[src/rtl/crc_stream_feeder_pkg.sv]
// Shared definitions for the CRC stream feeder: write-size codes, FSM states and byte helpers.
package crc_stream_feeder_pkg;

  typedef enum logic [1:0] {
    SIZE_BYTE      = 2'b00,
    SIZE_HALF_WORD = 2'b01,
    SIZE_WORD      = 2'b10
  } crc_size_e;

  typedef enum logic [2:0] {
    ST_IDLE,
    ST_ARM,
    ST_FETCH,
    ST_WRITE,
    ST_TAIL,
    ST_DRAIN
  } feeder_state_e;

  localparam int WORD_BYTES = 4;
  localparam int HALF_BYTES = 2;

  // Big-endian sources put their first byte in the top lane.
  function automatic logic [31:0] byte_swap32(input logic [31:0] w);
    return {w[7:0], w[15:8], w[23:16], w[31:24]};
  endfunction

endpackage

[src/rtl/crc_feeder_slicer.sv]
// Picks the CRC write size from the bytes still owed and aligns the matching bytes to the LSBs.
module crc_feeder_slicer
  import crc_stream_feeder_pkg::*;
#(
  parameter int LEN_W = 16
) (
  input  logic [LEN_W-1:0] i_rem,
  input  logic [31:0]      i_word,
  output crc_size_e        o_size,
  output logic [31:0]      o_wdata,
  output logic [2:0]       o_consumed
);

  // A three-byte remainder goes out as a half-word here; the top byte is finished by the tail write.
  always_comb begin
    o_size     = SIZE_BYTE;
    o_wdata    = '0;
    o_consumed = '0;
    if (i_rem >= LEN_W'(WORD_BYTES)) begin
      o_size     = SIZE_WORD;
      o_wdata    = i_word;
      o_consumed = 3'(WORD_BYTES);
    end else if (i_rem >= LEN_W'(HALF_BYTES)) begin
      o_size     = SIZE_HALF_WORD;
      o_wdata    = {16'h0000, i_word[15:0]};
      o_consumed = 3'(HALF_BYTES);
    end else if (i_rem == LEN_W'(1)) begin
      o_size     = SIZE_BYTE;
      o_wdata    = {24'h000000, i_word[7:0]};
      o_consumed = 3'd1;
    end
  end

endmodule

[src/rtl/crc_stream_feeder.sv]
// Streams a byte-counted message into the CRC data register and returns the final CRC.
// Define CRC_FEEDER_BSWAP_EN to byte-reverse each source word for big-endian sources.
module crc_stream_feeder
  import crc_stream_feeder_pkg::*;
#(
  parameter int LEN_W = 16
) (
  input  logic             clk,
  input  logic             rst_n,
  input  logic             i_start,
  input  logic             i_restart,
  input  logic [LEN_W-1:0] i_length,
  input  logic             i_src_valid,
  output logic             o_src_ready,
  input  logic [31:0]      i_src_data,
  output logic             o_crc_write,
  output logic [1:0]       o_crc_size,
  output logic [31:0]      o_crc_wdata,
  output logic             o_crc_reset_chain,
  input  logic             i_crc_buffer_full,
  input  logic             i_crc_read_wait,
  input  logic [31:0]      i_crc_out,
  output logic             o_busy,
  output logic             o_done,
  output logic [31:0]      o_crc_result
);

  feeder_state_e    r_state;
  feeder_state_e    w_next_state;
  logic [LEN_W-1:0] r_rem;
  logic [31:0]      r_word;
  logic             r_restart;
  logic             r_drain_armed;
  logic             r_done;
  logic [31:0]      r_result;

  logic [31:0]      w_src_word;
  crc_size_e        w_size;
  logic [31:0]      w_slice_data;
  logic [2:0]       w_consumed;
  logic [LEN_W-1:0] w_rem_after;

  always_comb begin
`ifdef CRC_FEEDER_BSWAP_EN
    w_src_word = byte_swap32(i_src_data);
`else
    w_src_word = i_src_data;
`endif
  end

  crc_feeder_slicer #(
    .LEN_W(LEN_W)
  ) u_slicer (
    .i_rem     (r_rem),
    .i_word    (r_word),
    .o_size    (w_size),
    .o_wdata   (w_slice_data),
    .o_consumed(w_consumed)
  );

  assign w_rem_after = r_rem - LEN_W'(w_consumed);

  always_ff @(posedge clk or negedge rst_n) begin
    if (!rst_n) begin
      r_state <= ST_IDLE;
    end else begin
      r_state <= w_next_state;
    end
  end

  // Write outputs come only from registered state, so they cannot move while the CRC unit stalls.
  always_comb begin
    w_next_state      = r_state;
    o_src_ready       = 1'b0;
    o_crc_write       = 1'b0;
    o_crc_size        = SIZE_BYTE;
    o_crc_wdata       = '0;
    o_crc_reset_chain = 1'b0;
    case (r_state)
      ST_IDLE: begin
        if (i_start) begin
          w_next_state = ST_ARM;
        end
      end
      ST_ARM: begin
        if (!i_crc_read_wait) begin
          o_crc_reset_chain = r_restart;
          w_next_state      = (r_rem == '0) ? ST_DRAIN : ST_FETCH;
        end
      end
      ST_FETCH: begin
        o_src_ready = 1'b1;
        if (i_src_valid) begin
          w_next_state = ST_WRITE;
        end
      end
      ST_WRITE: begin
        o_crc_write = 1'b1;
        o_crc_size  = w_size;
        o_crc_wdata = w_slice_data;
        if (!i_crc_buffer_full) begin
          if (w_rem_after == '0) begin
            w_next_state = ST_DRAIN;
          end else if (r_rem == LEN_W'(3)) begin
            w_next_state = ST_TAIL;
          end else begin
            w_next_state = ST_FETCH;
          end
        end
      end
      ST_TAIL: begin
        o_crc_write = 1'b1;
        o_crc_size  = SIZE_BYTE;
        o_crc_wdata = {24'h000000, r_word[23:16]};
        if (!i_crc_buffer_full) begin
          w_next_state = ST_DRAIN;
        end
      end
      ST_DRAIN: begin
        if (r_drain_armed && !i_crc_read_wait) begin
          w_next_state = ST_IDLE;
        end
      end
      default: begin
        w_next_state = ST_IDLE;
      end
    endcase
  end

  // read_wait lags the last accept by a cycle, so the first DRAIN cycle is never trusted.
  always_ff @(posedge clk or negedge rst_n) begin
    if (!rst_n) begin
      r_rem         <= '0;
      r_word        <= '0;
      r_restart     <= 1'b0;
      r_drain_armed <= 1'b0;
      r_done        <= 1'b0;
      r_result      <= '0;
    end else begin
      r_done        <= 1'b0;
      r_drain_armed <= (r_state == ST_DRAIN);
      if (r_state == ST_IDLE && i_start) begin
        r_rem     <= i_length;
        r_restart <= i_restart;
      end
      if (r_state == ST_FETCH && i_src_valid) begin
        r_word <= w_src_word;
      end
      if (r_state == ST_WRITE && !i_crc_buffer_full) begin
        r_rem <= w_rem_after;
      end
      if (r_state == ST_TAIL && !i_crc_buffer_full) begin
        r_rem <= '0;
      end
      if (r_state == ST_DRAIN && r_drain_armed && !i_crc_read_wait) begin
        r_result <= i_crc_out;
        r_done   <= 1'b1;
      end
    end
  end

  assign o_busy       = (r_state != ST_IDLE);
  assign o_done       = r_done;
  assign o_crc_result = r_result;

endmodule

[config.mk]
export PLATFORM = sky130hd
export DESIGN_NAME = crc_stream_feeder
export DESIGN_NICKNAME = d
export VERILOG_FILES = /design/src/rtl/crc_stream_feeder_pkg.sv /design/src/rtl/crc_feeder_slicer.sv /design/src/rtl/crc_stream_feeder.sv
export SDC_FILE = /design/constraint.sdc
export NUM_CORES = 1
export LEC_CHECK = 0
export CELL_PAD_IN_SITES_DETAIL_PLACEMENT = 0
export CELL_PAD_IN_SITES_GLOBAL_PLACEMENT = 1
export CORE_MARGIN = 5
export CORE_UTILIZATION = 32
export DETAILED_ROUTE_END_ITERATION = 10
export MAX_ROUTING_LAYER = met4
export PLACE_DENSITY_LB_ADDON = 0.12
export SKIP_CTS_REPAIR_TIMING = 1
export SLEW_MARGIN = 20
export SYNTH_ARGS = -nofsm -noshare
export SYNTH_HDL_FRONTEND = slang
export SYNTH_HIERARCHICAL = 1
export SYNTH_SLANG_ARGS = --single-unit
[constraint.sdc]
create_clock -name clk -period 2.6 [get_ports clk]
set_input_delay 0.39 -clock clk [delete_from_list [all_inputs] [get_ports clk]]
set_output_delay 0.39 -clock clk [all_outputs]
set_load 0.1 [all_outputs]
# Yosys cells after proc, flatten, opt, wreduce, memory -nomap -nowiden
# Index checks and enable logic that the tools add are counted.
[classes] add_sub_neg=1 order_cmp=2 n_eq_ne=13 muxes=28 reduce_logical=16
[ops] op="$mux W32" count=2
[ops] op="$pmux W32 S2" count=1
[ops] op="$mux W16" count=3
[ops] op="$mux W3" count=11
[ops] op="$logic_not A16 Y1" count=2
[ops] op="$pmux W3 S6" count=1
[ops] op="$eq A16 B1 Y1 const B" count=1
[ops] op="$eq A16 B2 Y1 const B" count=1
[ops] op="$ge A16 B2 Y1 const B" count=1
[ops] op="$ge A16 B3 Y1 const B" count=1
[ops] op="$sub A16 B3 Y16" count=1
[ops] op="$ne A2 B2 Y1 const B" count=6
[ops] op="$mux W8" count=1
[ops] op="$logic_and A1 B1 Y1" count=7
[ops] op="$mux W1" count=7
[ops] op="$eq A3 B2 Y1 const B" count=2
[ops] op="$eq A3 B3 Y1 const B" count=2
[ops] op="$reduce_and A6 Y1" count=1
[ops] op="$reduce_bool A3 Y1" count=2
[ops] op="$mux W2" count=2
[ops] op="$eq A3 B1 Y1 const B" count=1
[ops] op="$logic_not A3 Y1" count=1
[ops] op="$logic_not A1 Y1" count=2
[ops] op="$reduce_or A2 Y1" count=1
[totals] register_bits=86 out_inout_bits=71

# Logic depth before layout (Yosys ltp)
# Gate-level depths: netlist (run 1).
[logic_depth] word_depth=9 depth_mapped=12

# By module
# Netlist (run 1), hierarchy kept.
[by_module_without_submodules] module="crc_stream_feeder" n_inst=1 cells_each=360 area_per_inst_um2=4305.4
[by_module_without_submodules] module="crc_feeder_slicer" n_inst=1 cells_each=47 area_per_inst_um2=346.6

# Worst setup path before layout (run 1)
# Ideal clock, no wire load.
[synth_path] kind="register -> output" start="register r_state[0]" end="output port o_src_ready" arrival_ns=2.920 path_slack_ns=-0.710 path_stages_with_launch=4 path_buffers=2 path_cell_list="dfrtp_1 -> buf_2 -> buf_1 -> nor3b_1"
[synth_between] elab_chain_len=2
[synth_lines] element="start: declaration" line_no="crc_stream_feeder.sv:28" source="feeder_state_e r_state;"
[synth_lines] element="start signal: assignment" line_no="crc_stream_feeder.sv:67" source="r_state <= w_next_state;"
[synth_lines] element="$eq A3 B2 Y1" line_no="crc_stream_feeder.sv:79" source="case (r_state)"
[synth_lines] element="$mux W1" line_no="crc_stream_feeder.sv:79"
[synth_lines] element="end: declaration" line_no="crc_stream_feeder.sv:14" source="output logic o_src_ready,"
# No other way between the ends.

# Final worst setup path (run 1)
[layout_path] start="register r_rem[14]" end="register r_state[0]"
[layout_lines] element="start: declaration" line_no="crc_stream_feeder.sv:30" source="logic [LEN_W-1:0] r_rem;"
[layout_lines] element="start signal: assignment" line_no="crc_stream_feeder.sv:143" source="r_rem <= i_length;"
[layout_lines] element="start signal: assignment" line_no="crc_stream_feeder.sv:150" source="r_rem <= w_rem_after;"
[layout_lines] element="$ge A16 B3 Y1" line_no="crc_feeder_slicer.sv:19" source="if (i_rem >= LEN_W'(WORD_BYTES)) begin"
[layout_lines] element="$mux W3" line_no="crc_feeder_slicer.sv:19"
[layout_lines] element="named net w_consumed[2]" line_no="crc_stream_feeder.sv:40" source="logic [2:0] w_consumed;"
[layout_lines] element="$sub A16 B3 Y16" line_no="crc_stream_feeder.sv:61" source="assign w_rem_after = r_rem - LEN_W'(w_consumed);"
[layout_lines] element="$logic_not A16 Y1" line_no="crc_stream_feeder.sv:102" source="if (w_rem_after == '0) begin"
[layout_lines] element="$mux W3" line_no="crc_stream_feeder.sv:102"
[layout_lines] element="$mux W3" line_no="crc_stream_feeder.sv:101" source="if (!i_crc_buffer_full) begin"
[layout_lines] element="$pmux W3 S6" line_no="crc_stream_feeder.sv:79"
# The timed path passes the listed nets, and every way through them passes these cells. The select of a mux whose other input is x is not followed.
# A chain may end at the register's enable or synchronous reset.

==> flow_summary.json, run 1 <==
{
  "status": "complete, but fails checks",
  "violations": "negative setup slack",
  "worst_pin_slew_ns": 0.7587,
  "arrival_ns": 3.11,
  "tns_ns": -1.312,
  "dieArea_mm2": 0.01705,
  "setup_violations": 13,
  "start_kind": "flip-flop",
  "synthToLayoutAreaGrowth_pct": 60.17,
  "die_h_um": 130.6,
  "grt_use_total_pct": 16.64,
  "first_global_vias": 4051,
  "path_class": "flip-flop to flip-flop",
  "crit_chain": "nor4_4 -> buf_4 -> nand4_4 -> buf_4 -> inv_1 -> ha_1 -> buf_4 -> nand2b_4 -> nand4_1 -> xor2_1 -> nand4_1 -> nor4_4 -> a31o_1",
  "grt_max_degree": 52,
  "drt-initial-drc-count": 187,
  "max-slew-margin-rel_pct": 49.42,
  "postSynthAreaPerCell_um2": 11.43,
  "vias": 3934,
  "grt_overflow": 0,
  "hold_path.class": "input port to async pin",
  "dp.final_hpwl_mm": 10.13,
  "final.setup.worst_slack_ns": -0.2273,
  "skew_ns": 0.006320,
  "place_congestion": 0.9142,
  "ys_types": 65,
  "clk_pin_slew_ns": 0.07,
  "dp_slack_ns": -0.2443,
  "synth_top_area_cell": "dfrtp_1",
  "ys.flop_type": "dfrtp_1",
  "die_x_um": 130.6,
  "drt_wl_total_mm": 13.65,
  "rows": 44,
  "dr.pass1.iters": 4,
  "clk_latency_ns": 0.34,
  "io_buffers": 157,
  "synth_nets": 499,
  "finalCriticalPeriod_ns": 2.827,
  "grt_pass1_wl_mm": 21.39,
  "multi_input_area_mm2": 0.002492,
  "cts_tree": "yes",
  "h-tree-depth": 3,
  "synth.top_cell.area_share_pct": 46.26,
  "fin_crit_sh_pct": 108.7,
  "cts_buffers": 9,
  "ios": 158,
  "ant_nets": 0,
  "ys_warn_count": 6,
  "rsz0062_at_grt": "yes",
  "slowest_stage": "dfrtp_1",
  "synth_area_leaders": "dfrtp_1 (46%), mux2_2 (15%), and2_1 (5.9%), a221o_1 (1.9%), nand2_1 (1.8%)",
  "cts_root_buf": "clkbuf_16",
  "antenna_found_initial": 1,
  "drv_cap": 0,
  "routedWlPerCell_um": 17.27,
  "drive_gt1_share_pct": 41.65,
  "ys_ff_latch": 86,
  "critPathTopFamily": "simple AND/OR/NAND/NOR gates",
  "max_freq_ghz": 0.3537,
  "core_mm2": 0.01437,
  "syn_area_mm2": 0.004652,
  "regArea_mm2": 0.002157,
  "async_flop_share_pct": 100.0,
  "remaining_drc_errors": 0,
  "clock_sinks": 86,
  "start_util_pct": 32.38,
  "top_layer": "met4",
  "hold_viol_final": 0,
  "critPathMaxStageDelay_ns": 0.40,
  "crit_required_ns": 2.88,
  "synth_seq_area_share_pct": 46.26,
  "nets": 692,
  "syn_inst": 407,
  "drv_slew": 0,
  "crit_path_end_kind": "flip-flop",
  "nFillCells": 1277,
  "viasPerCell": 4.980,
  "yosysMostFrequentCell": "dfrtp_1",
  "synth_edf_count": 0,
  "drt-met1-wl_mm": 5.846,
  "critical_path_buf_inv_count": 4,
  "routed-wl-met2_mm": 6.590,
  "clockBufferDepth": 2,
  "cpMostUsedCell": "buf_4",
  "cp_max_fo": 5,
  "route.met3.wl_um": 998,
  "yosys-top-cells-count": "dfrtp_1 (86), mux2_2 (60), and2_1 (44), nand2_1 (22), nor2_1 (19)"
}
[layer usage]
metal,vias up,global-route usage (%)
met1,1925,21.62
met5,-,-
li1,1866,-
met3,16,4.431
met4,0,5.505
met2,127,25.34
[registers in the layout, indices dropped and copies added, names as in the netlist]
signal and flops:
o_crc_result 32, o_done 1, r_drain_armed 1, r_rem 16, r_restart 1, r_state 3, r_word 32
[path summary, 6_finish.rpt]
path / startpoint / to / cells after the start / slack, ns
max reg2reg: r_rem[14] / r_state[0] / 13 / -0.23
max: r_rem[14] / r_state[0] / 13 / -0.23
min in group clk: r_word[24] / r_word[24] / 1 / 0.48
min reg2reg: r_word[24] / r_word[24] / 1 / 0.48
max in group asynchronous: rst_n / o_crc_result[15] / 2 / 1.91
min: rst_n / o_crc_result[20] / 1 / 0.02
[metrics by stage]
step	cells	util, %	hold WS [ns]	area (um2)
finish	790	51.85	0.02172	7451
global route	790	51.85	0.04693	7451
CTS	786	50.64	0.02471	7276
detailed placement	770	48.71	0.3985	6999
global placement	770	48.71	0.3988	6999
floorplan	407	-	0.09441	4693
[cell type report]
class	count	share of cell area [%]
Sequential cell	86	28.95
Clock inverter	5	0.4534
Antenna cell	1	0.03359
Timing Repair Buffer	208	30.46
Multi-Input combinational cell	289	33.45
Inverter	6	0.3023
Tap cell	184	3.090
Clock buffer	11	3.258
[placed cells by master, fill, tap and decap left out, drive strengths merged, types with 2 or more instances in the layout]
cell,instances
nand3,4
a221o,10
clkinvlp,2
o21a,8
a21oi,9
xor2,5
o31ai,2
clkinv,2
buf,123
dfrtp,86
inv,7
a22o,8
nor3b,3
or3,5
nand4,4
clkbuf,11
nor2,20
nand2b,5
and3,2
ha,4
clkdlybuf4s50,85
o311ai,2
o22ai,2
o22a,2
o221ai,2
a211oi,2
mux2,65
o21ai,14
nor3,9
nand2,23
and2,51
nor4,15
[cell families (layout without fill, tap and decap cells)]
| logic type | after synthesis | after routing | synth area share (%) |
|---|---|---|---|
| compound gates | 68 | 68 | 11.27 |
| xor+xnor | 6 | 6 | 1.130 |
| fa+ha+maj | 5 | 5 | 1.506 |
| buf+inv | 32 | 230 | 4.169 |
| flops | 86 | 86 | 46.26 |
| mux | 65 | 65 | 15.73 |
| other cells | 0 | 1 | 0 |
| simple gates | 145 | 145 | 19.93 |
Power of run 1 is not shown: default switching activity piles up to over one toggle a cycle in this logic, so the estimate is an artifact.
==> run 2, diff against run 1 <==
Settings changed: CORE_UTILIZATION 32 to 33, CTS_BUF_LIST from default to sky130_fd_sc_hd__clkbuf_2.
==> run 2 against run 1 <==
The run still ends with negative setup slack left. Count of clock-buffer cells in the layout decreased by 2. Die area decreased by 2.8%. Fmax decreased by 2.3%.
==> flow_summary.json, run 2 (same netlist as run 1, synthesis figures left out) <==
{
  "hold_viol_final": 0,
  "cts_buffers": 9,
  "drv_slew": 0,
  "die_x_um": 128.7,
  "grt_pass1_wl_mm": 21.40,
  "dp_slack_ns": -0.3062,
  "dr.pass1.iters": 4,
  "vias": 3947,
  "fin_area_mm2": 0.007432,
  "slowest_stage": "dfrtp_1",
  "dieArea_mm2": 0.01657,
  "placed_area_mm2": 0.006962,
  "multi_input_area_mm2": 0.002565,
  "regArea_mm2": 0.002157,
  "clk_pin_slew_ns": 0.26,
  "grt_use_total_pct": 17.16,
  "routedWlPerCell_um": 17.78,
  "skew_ns": 0.03684,
  "setup_violations": 47,
  "ant_nets": 0,
  "max_freq_ghz": 0.3454,
  "nFillCells": 1185,
  "grt_overflow": 0,
  "hold_path.class": "input port to async pin",
  "synthToLayoutAreaGrowth_pct": 59.76,
  "max-slew-margin-rel_pct": 50.39,
  "first_global_vias": 4179,
  "rsz0062_at_grt": "yes",
  "final.setup.worst_slack_ns": -0.2949,
  "remaining_drc_errors": 0,
  "nets": 693,
  "clk_latency_ns": 0.57,
  "io_buffers": 157,
  "rows": 43,
  "dp.final_hpwl_mm": 10.31,
  "cts_root_buf": "clkbuf_2",
  "drv_cap": 0,
  "critPathTopFamily": "simple AND/OR/NAND/NOR gates",
  "clock_sinks": 86,
  "cp_max_fo": 4,
  "path_class": "flip-flop to flip-flop",
  "violations": "negative setup slack",
  "whs_ns": 0.2908,
  "grt_max_degree": 38,
  "cts_tree": "yes",
  "start_kind": "flip-flop",
  "place_congestion": 0.8489,
  "antenna_cells": 0,
  "crit_required_ns": 3.13,
  "core_mm2": 0.01383,
  "final_cell_mix": "clkdlybuf4s50_1 (85), dfrtp_1 (82), buf_4 (80), mux2_2 (60), buf_12 (40)",
  "start_util_pct": 33.64,
  "worst_pin_slew_ns": 0.7441,
  "drive_gt1_share_pct": 44.22,
  "viasPerCell": 5.022,
  "h-tree-depth": 3,
  "antenna_found_initial": 0,
  "die_h_um": 128.7,
  "critPathMaxStageDelay_ns": 0.48,
  "mostFrequentLayoutCell": "clkdlybuf4s50_1",
  "crit_path_end_kind": "flip-flop",
  "fin_crit_sh_pct": 111.3,
  "critical_path_buf_inv_count": 0,
  "arrival_ns": 3.43,
  "drt-initial-drc-count": 170,
  "crit_chain": "nor4_4 -> nand4_4 -> nor3b_4 -> ha_2 -> fa_2 -> nand2b_4 -> nand4_1 -> xor2_2 -> nand4_1 -> nor4_4 -> a31o_1",
  "drt_wl_total_mm": 13.98,
  "ios": 158,
  "status": "complete, but fails checks",
  "clockBufferDepth": 2,
  "finalCriticalPeriod_ns": 2.895
}
-- run 2: cell count changes in the layout (fill, tap and decap cells not counted), sizes merged --
| cell | before | now |
|---|---|---|
| bufinv | 0 | 3 |
| clkbuf | 11 | 9 |
| clkinv | 2 | 0 |
| clkinvlp | 2 | 3 |
| diode | 1 | 0 |
| dlygate4sd3 | 0 | 1 |
-- run 2: area by class of cell --
cell class / count / area share, %
flip-flops and latches: 86 / 29.02
clock buffers: 9 / 0.6061
multi-input cells: 289 / 34.51
clock inverters: 7 / 1.633
inverters: 6 / 0.3030
repair buffers: 209 / 30.89
well taps: 180 / 3.030
-- run 2: metrics by stage --
stage | setup TNS, ns | utilization (%) | cells
after global routing | -15.94 | 53.75 | 786
after CTS | -15.92 | 51.55 | 776
after global placement | -0.7737 | 50.35 | 760
final | -8.307 | 53.75 | 786
after floorplan | -0.4051 | - | 407
after detailed placement | -1.976 | 50.35 | 760
-- run 2: worst paths after layout --
path / slack [ns] / endpoint / depth (start not counted) / startpoint
max: -0.29 / r_state[0] / 11 / r_rem[15]
min: 0.29 / r_rem[11] / 2 / rst_n
max reg2reg: -0.29 / r_state[0] / 11 / r_rem[15]
min reg2reg: 0.53 / r_word[24] / 1 / r_word[24]
max in group asynchronous: 1.66 / o_crc_result[19] / 3 / rst_n
min in group clk: 0.36 / r_rem[8] / 3 / i_length[8]
-- run 2: layer usage --
metal / share of wire, % / track usage (%) / vias to the layer above
met4: 1.2 / 5.621 / 0
met2: 50 / 27.62 / 124
li1: - / - / 1856
met1: 42 / 21.14 / 1956
met5: 0 / - / -
met3: 6.4 / 4.317 / 11
Power of run 2 is left out for the same reason.
==> run 3, diff against run 2 <==
Settings changed: ABC_AREA from default to 0, SLEW_MARGIN 20 to default.
==> results of run 3 <==
Same layout as run 2: the final DEF is identical, and so are final timing and power.
Power of run 3 is left out for the same reason.
